--- src/rtl/if_fetch_ctrl.sv ---
// IF-stage fetch sequencer: owns the PC, handshakes the instruction ROM, drives the registered IF/ID payload.
// Latency: one edge from rom_ack to if_valid; a zero-wait ROM sustains one instruction per cycle.
// Backpressure: stall holds if_*; a fetch landing under stall is kept (payload or 1-entry skid), then rom_ce drops.
// Optional FETCH_TIMEOUT_EN: abandon a fetch unacked for TIMEOUT cycles, pulse fetch_err, restart at EXC_VECTOR.
module if_fetch_ctrl #(
    parameter logic [31:0] RESET_PC   = 32'h0000_0000,
    parameter logic [31:0] EXC_VECTOR = 32'h0000_0020,
    parameter int          TIMEOUT    = 16
) (
    input  logic        clk,
    input  logic        rst,
    input  logic        stall,
    input  logic        flush,
    input  logic [31:0] new_pc,
    input  logic        branch_flag,
    input  logic [31:0] branch_addr,
    output logic        rom_ce,
    output logic [31:0] rom_addr,
    input  logic        rom_ack,
    input  logic [31:0] rom_data,
    output logic [31:0] if_pc,
    output logic [31:0] if_inst,
    output logic        if_valid,
    output logic        fetch_err
);

    typedef enum logic [2:0] {IDLE, REQ, DRAIN, WAIT, SKID} state_t;

    state_t      state, state_nxt;
    logic [31:0] pc_q;
    logic [31:0] redir_q;
    logic [31:0] skid_pc;
    logic [31:0] skid_inst;
    logic        redirect;
    logic [31:0] target;
    logic        ack;
    logic        consume;
    logic        timeout;

    assign redirect = flush | branch_flag;
    assign target   = flush ? new_pc : branch_addr;
    assign ack      = rom_ce & rom_ack;
    assign consume  = if_valid & ~stall;
    assign rom_addr = pc_q;

`ifdef FETCH_TIMEOUT_EN
    localparam int CW = $clog2(TIMEOUT + 1);

    logic [CW-1:0] tmo_cnt;
    logic          waiting;

    assign waiting = rom_ce & ~rom_ack;
    assign timeout = waiting && (tmo_cnt == CW'(TIMEOUT - 1));

    // Any state change (including the abort itself) restarts the count.
    always_ff @(posedge clk or negedge rst) begin
        if (!rst) begin
            tmo_cnt   <= '0;
            fetch_err <= 1'b0;
        end else begin
            fetch_err <= timeout;
            if (!waiting || (state_nxt != state)) tmo_cnt <= '0;
            else                                  tmo_cnt <= tmo_cnt + CW'(1);
        end
    end
`else
    logic unused_timeout;

    assign unused_timeout = (TIMEOUT != 0);
    assign timeout        = 1'b0;
    assign fetch_err      = 1'b0;
`endif

    always_ff @(posedge clk or negedge rst) begin
        if (!rst) state <= IDLE;
        else      state <= state_nxt;
    end

    always_comb begin
        state_nxt = state;
        if (timeout) begin
            state_nxt = IDLE;
        end else begin
            case (state)
                IDLE:  state_nxt = REQ;
                REQ: begin
                    if (redirect)          state_nxt = ack ? REQ : DRAIN;
                    else if (ack && stall) state_nxt = if_valid ? SKID : WAIT;
                end
                DRAIN: if (ack) state_nxt = REQ;
                WAIT:  if (redirect || !stall) state_nxt = REQ;
                SKID:  if (redirect || !stall) state_nxt = REQ;
                default: state_nxt = IDLE;
            endcase
        end
    end

    always_comb begin
        rom_ce = (state == REQ) || (state == DRAIN);
    end

    always_ff @(posedge clk or negedge rst) begin
        if (!rst) begin
            pc_q      <= RESET_PC;
            redir_q   <= '0;
            skid_pc   <= '0;
            skid_inst <= '0;
            if_pc     <= '0;
            if_inst   <= '0;
            if_valid  <= 1'b0;
        end else if (timeout) begin
            pc_q     <= EXC_VECTOR;
            if_valid <= 1'b0;
        end else begin
            // Loads below override this clear when a new word arrives.
            if (redirect || consume) if_valid <= 1'b0;
            case (state)
                IDLE: if (redirect) pc_q <= target;
                REQ: begin
                    if (redirect) begin
                        if (ack) pc_q    <= target;
                        else     redir_q <= target;
                    end else if (ack) begin
                        pc_q <= pc_q + 32'd4;
                        if (stall && if_valid) begin
                            skid_pc   <= pc_q;
                            skid_inst <= rom_data;
                        end else begin
                            if_pc    <= pc_q;
                            if_inst  <= rom_data;
                            if_valid <= 1'b1;
                        end
                    end
                end
                // The in-flight word is for the old path; it is dropped on ack.
                DRAIN: begin
                    if (redirect) begin
                        if (ack) pc_q    <= target;
                        else     redir_q <= target;
                    end else if (ack) begin
                        pc_q <= redir_q;
                    end
                end
                WAIT: if (redirect) pc_q <= target;
                SKID: begin
                    if (redirect) begin
                        pc_q <= target;
                    end else if (!stall) begin
                        if_pc    <= skid_pc;
                        if_inst  <= skid_inst;
                        if_valid <= 1'b1;
                    end
                end
                default: ;
            endcase
        end
    end

endmodule
--- config.mk ---
export PLATFORM = sky130hd
export DESIGN_NAME = if_fetch_ctrl
export DESIGN_NICKNAME = d
export VERILOG_FILES = /design/src/rtl/if_fetch_ctrl.sv
export SDC_FILE = /design/constraint.sdc
export NUM_CORES = 1
export LEC_CHECK = 0
export ABC_CLOCK_PERIOD_IN_PS = 2500
export CAP_MARGIN = 15
export CORE_UTILIZATION = 47
export DETAILED_ROUTE_END_ITERATION = 8
export HOLD_SLACK_MARGIN = 0.15
export PLACE_DENSITY = 0.71
export SLEW_MARGIN = 20
export SYNTH_ARGS = -nofsm -noshare
export SYNTH_HDL_FRONTEND = slang
export SYNTH_SLANG_ARGS = --single-unit
--- constraint.sdc ---
create_clock -name clk -period 2.5 [get_ports clk]
set_input_delay 0.25 -clock clk [delete_from_list [all_inputs] [get_ports clk]]
set_output_delay 0.25 -clock clk [all_outputs]
set_load 0.05 [all_outputs]
==> impl_metrics.ini <==
[route]
wl_mm = 27.0
vias_per_cell = 5.69
via_count = 8289
avgRoutedWirePerCell_um = 18.5
met3_length_mm = 2.05
detailedRoute.firstIterationViolations = 649
met2_wirelength_mm = 12.3
highest-signal-layer = met4
antenna_left = 0
dr.pass1.iters = 6
wirelength_met1_mm = 12.4
drc_violation_count_after_routing = 0

[grt]
track_usage_pct = 25.0
grt_antenna_before_repair = 0
wire_length_of_the_first_global_routing_pass_mm = 43.3
grt_pass1_vias = 7966
grt_start_max_net_pins = 90
globalRouteOverflowTotal = 0

[clock_network]
post_cts_resize_count = 0
cts_made_buffers = 17
clock_slew_at_the_register_clock_pins_of_the_worst_setup_and_hold_paths_ns = 0.07
cts.root.buffer_cell = sky130_fd_sc_hd__clkbuf_16
clock_path_buffers = 2
post-cts-setup-buffer-count = 0
cts_sinks = 196
h_tree_levels = 4
tritoncts = yes
clkLatencyLatePin_ns = 0.43

[pwr]
switching_fraction_of_total_power_pct = 46.3
seqPwrFrac_pct = 31.4
p_leak_nw = 5.77
cellPowerDensity_mw_per_mm2 = 1280
power.internal_mw = 9.15
max-vdd-ir-drop_uv = 563
clock_network_fraction_of_design_power_pct = 16.0
relative_contribution_of_combinational_cells_to_total_power_pct = 52.5
switchingPower_mw = 7.89

[yosys]
yosysSeqAreaShare_pct = 48.3
synth_seq_cells = 196
synth-edff-count = 0
netlist_instances = 966
net_count_after_synthesis = 1069
postSynth.asyncResetShare_pct = 100
synth.yosys.warnings = 0
synth.distinct_cells = 67
postSynth.topFlopCell = sky130_fd_sc_hd__dfrtp_1
ys_top_cells_by_area = sky130_fd_sc_hd__dfrtp_1 48%, sky130_fd_sc_hd__mux2i_1 8.8%, sky130_fd_sc_hd__mux2_4 8.7%
mappedNetlistArea_mm2 = 0.0102
synth_area_leader_cell = sky130_fd_sc_hd__dfrtp_1
post-synth-top-area-fraction_pct = 48.3
syn-mean-instance-area_um2 = 10.5

[placement]
dp_hpwl_mm = 19.2
portBuffers = 199
routabilityCongestion = 0.881

[timing]
timing.final.hold_violations = 0
fmax_ghz = 0.420
post-route-period-util_pct = 95.3
fin_setup_tns_ns = 0
report.final.setup_viol = 0
fin_skew_ns = 0.0141
grt_setup_unrepaired = false
layout_min_cycle_time_ns = 2.38
slew_headroom_pct = 60.3
timing_worst_slew_pin_value_ns = 0.589
tightest_hold_margin_ns = 0.323
report.final.slew_viol_count = 0

[min_path]
worstHoldEndpoint = redir_q[21]
holdCritPathClass = in2reg
holdPathStages = 3
hp-start = flush

[floorplanning]
boundaryPins = 201
start_util_pct = 48.1
floorplan.die.width_um = 149
core_mm2 = 0.0211
row_count = 53
chipHeight_um = 149
fp.dieArea_mm2 = 0.0222

[critical_path]
r2r_end = rom_addr[21]
rr_startpoint = state[2]
regToRegSetupSlack_ns = 0.12
endpoint_kind = flip-flop
critical-path-max-stage-delay_ns = 0.58
critical_path_required_ns = 2.86
critPathMaxFanout = 8
crit_chain = buf_4, nand2b_1, a2111oi_0, a31oi_1, o211ai_1, a31o_2, a32o_1
timing_worst_setup_path_type = reg2reg
startpoint_type = flip-flop
critical_path.slowest_cell = sky130_fd_sc_hd__a2111oi_0
data_arrival_time_at_the_worst_slack_endpoint_ns = 2.74
worst-r2r-cell-count = 7

[flow_run]
cap_violations = 0

[layout]
combined_area_of_the_multi_input_logic_cells_mm2 = 0.00485
register_area_mm2 = 0.00490
final_nets = 1271
layout-area-overhead-vs-synth_pct = 31.1
filler_cell_count = 1777
final_layout_size_suffix_gt1_share_pct = 16.0
num_antenna_cells = 0

[run_status]
outcome = completed
## cell usage after synthesis, types with 3 or more instances
| library cell | count |
|---|---|
| sky130_fd_sc_hd__a211oi_1 | 14 |
| sky130_fd_sc_hd__a21oi_1 | 61 |
| sky130_fd_sc_hd__a221oi_1 | 4 |
| sky130_fd_sc_hd__a22o_1 | 7 |
| sky130_fd_sc_hd__a22oi_1 | 7 |
| sky130_fd_sc_hd__a31oi_1 | 9 |
| sky130_fd_sc_hd__and2_1 | 3 |
| sky130_fd_sc_hd__and3_1 | 3 |
| sky130_fd_sc_hd__buf_2 | 39 |
| sky130_fd_sc_hd__buf_4 | 5 |
| sky130_fd_sc_hd__buf_6 | 7 |
| sky130_fd_sc_hd__clkbuf_1 | 20 |
| sky130_fd_sc_hd__dfrtp_1 | 196 |
| sky130_fd_sc_hd__inv_1 | 6 |
| sky130_fd_sc_hd__mux2_2 | 16 |
| sky130_fd_sc_hd__mux2_4 | 59 |
| sky130_fd_sc_hd__mux2i_1 | 89 |
| sky130_fd_sc_hd__nand2_1 | 112 |
| sky130_fd_sc_hd__nand2b_1 | 5 |
| sky130_fd_sc_hd__nand3_1 | 13 |
| sky130_fd_sc_hd__nand4_1 | 9 |
| sky130_fd_sc_hd__nor2_1 | 59 |
| sky130_fd_sc_hd__nor2_2 | 5 |
| sky130_fd_sc_hd__nor2b_1 | 3 |
| sky130_fd_sc_hd__nor3_1 | 7 |
| sky130_fd_sc_hd__nor4_1 | 4 |
| sky130_fd_sc_hd__o211ai_1 | 10 |
| sky130_fd_sc_hd__o21a_1 | 3 |
| sky130_fd_sc_hd__o21ai_0 | 121 |
| sky130_fd_sc_hd__o21ai_1 | 3 |
| sky130_fd_sc_hd__o221a_2 | 4 |
| sky130_fd_sc_hd__o22ai_1 | 3 |
| sky130_fd_sc_hd__o31ai_1 | 3 |
| sky130_fd_sc_hd__xnor2_1 | 8 |
| sky130_fd_sc_hd__xor2_1 | 4 |
## cell usage in the layout (no fill, tap or decap), types with 8 or more instances in the layout
| master | Yosys | final |
|---|---|---|
| sky130_fd_sc_hd__dfrtp_1 | 196 | 196 |
| sky130_fd_sc_hd__clkdlybuf4s50_1 | 0 | 196 |
| sky130_fd_sc_hd__o21ai_0 | 121 | 121 |
| sky130_fd_sc_hd__nand2_1 | 112 | 112 |
| sky130_fd_sc_hd__mux2i_1 | 89 | 89 |
| sky130_fd_sc_hd__a21oi_1 | 61 | 61 |
| sky130_fd_sc_hd__nor2_1 | 59 | 59 |
| sky130_fd_sc_hd__mux2_4 | 59 | 59 |
| sky130_fd_sc_hd__buf_4 | 5 | 44 |
| sky130_fd_sc_hd__clkbuf_16 | 0 | 17 |
| sky130_fd_sc_hd__mux2_2 | 16 | 16 |
| sky130_fd_sc_hd__a211oi_1 | 14 | 14 |
| sky130_fd_sc_hd__buf_12 | 0 | 14 |
| sky130_fd_sc_hd__nand3_1 | 13 | 13 |
| sky130_fd_sc_hd__o211ai_1 | 10 | 10 |
| sky130_fd_sc_hd__a31oi_1 | 9 | 9 |
| sky130_fd_sc_hd__nand4_1 | 9 | 9 |
| sky130_fd_sc_hd__xnor2_1 | 8 | 8 |
## layout make-up
class / instances / area share, %
inverter: 6 / 0.169
timing repair buffer: 257 / 19.5
multi-input combinational: 690 / 36.4
sequential: 196 / 36.9
tap: 275 / 2.59
clock inverter: 10 / 0.912
clock buffer: 22 / 3.49
## worst max-delay path: cells and delay by family (launching register included)
family,cells,cell delay [ns]
compound gates,5,1.32
flops,1,0.51
buf+inv,1,0.22
simple gates,1,0.25
## power groups by stage
stage / registers (mW) / logic [mW] / clock network, mW
final: 5.35 / 8.95 / 2.73
after global routing: 5.50 / 9.50 / 2.89
after CTS: 5.34 / 8.95 / 2.78
after detailed placement: 5.39 / 8.91 / 0
after global placement: 5.35 / 8.81 / 0
after floorplan: 7.83 / 3.11 / 0
## metrics by stage
stage / util [%] / worst slack (ns) / total power [mW] / area, um2 / instances
global route: 63.1 / 0.0247 / 17.9 / 13300 / 1456
detailed placement: 60.3 / 0.0903 / 14.3 / 12700 / 1423
floorplan: - / 0.298 / 10.9 / 10200 / 966
finish: 63.1 / 0.118 / 17.0 / 13300 / 1456
global placement: 60.3 / 0.0134 / 14.2 / 12700 / 1423
CTS: 63.1 / 0.194 / 17.1 / 13300 / 1456
## worst max-delay path by stage
stage                 from            to  cells past startpoint
6_report          state[2]  rom_addr[21]                      7
3_5_place_dp       rom_ack  rom_addr[21]                      8
3_3_place_gp       rom_ack  rom_addr[21]                      8
4_1_cts           state[2]  rom_addr[21]                      7
2_1_floorplan  rom_addr[8]  rom_addr[21]                      7
5_1_grt           state[2]  rom_addr[21]                      7
## registers in the layout, summed over array words and instances, names as in the netlist
| signal | cells |
|---|---|
| if_valid | 1 |
| if_pc | 32 |
| skid_pc | 32 |
| state | 3 |
| redir_q | 32 |
| rom_addr | 32 |
| skid_inst | 32 |
| if_inst | 32 |
## metal layers
metal / vias to the layer above / track usage [%]
met5: - / 0
met4: 0 / 5.97
met3: 27 / 4.65
met2: 387 / 38.2
met1: 3995 / 36.7
li1: 3880 / -
## what timing repair did
item,in CTS,in global routing
setup endpoints to repair,0,0
hold buffers,1,0
hold endpoints to repair,62,0
## kinds of logic after synthesis
group / synth area share, %
simple gates: 10.9
other cells: 0.0369
xor+xnor: 1.20
mux: 19.3
flops: 48.3
compound gates: 16.0
buf+inv: 4.15
fa+ha+maj: 0.123
(Power assumes the default switching activity.)
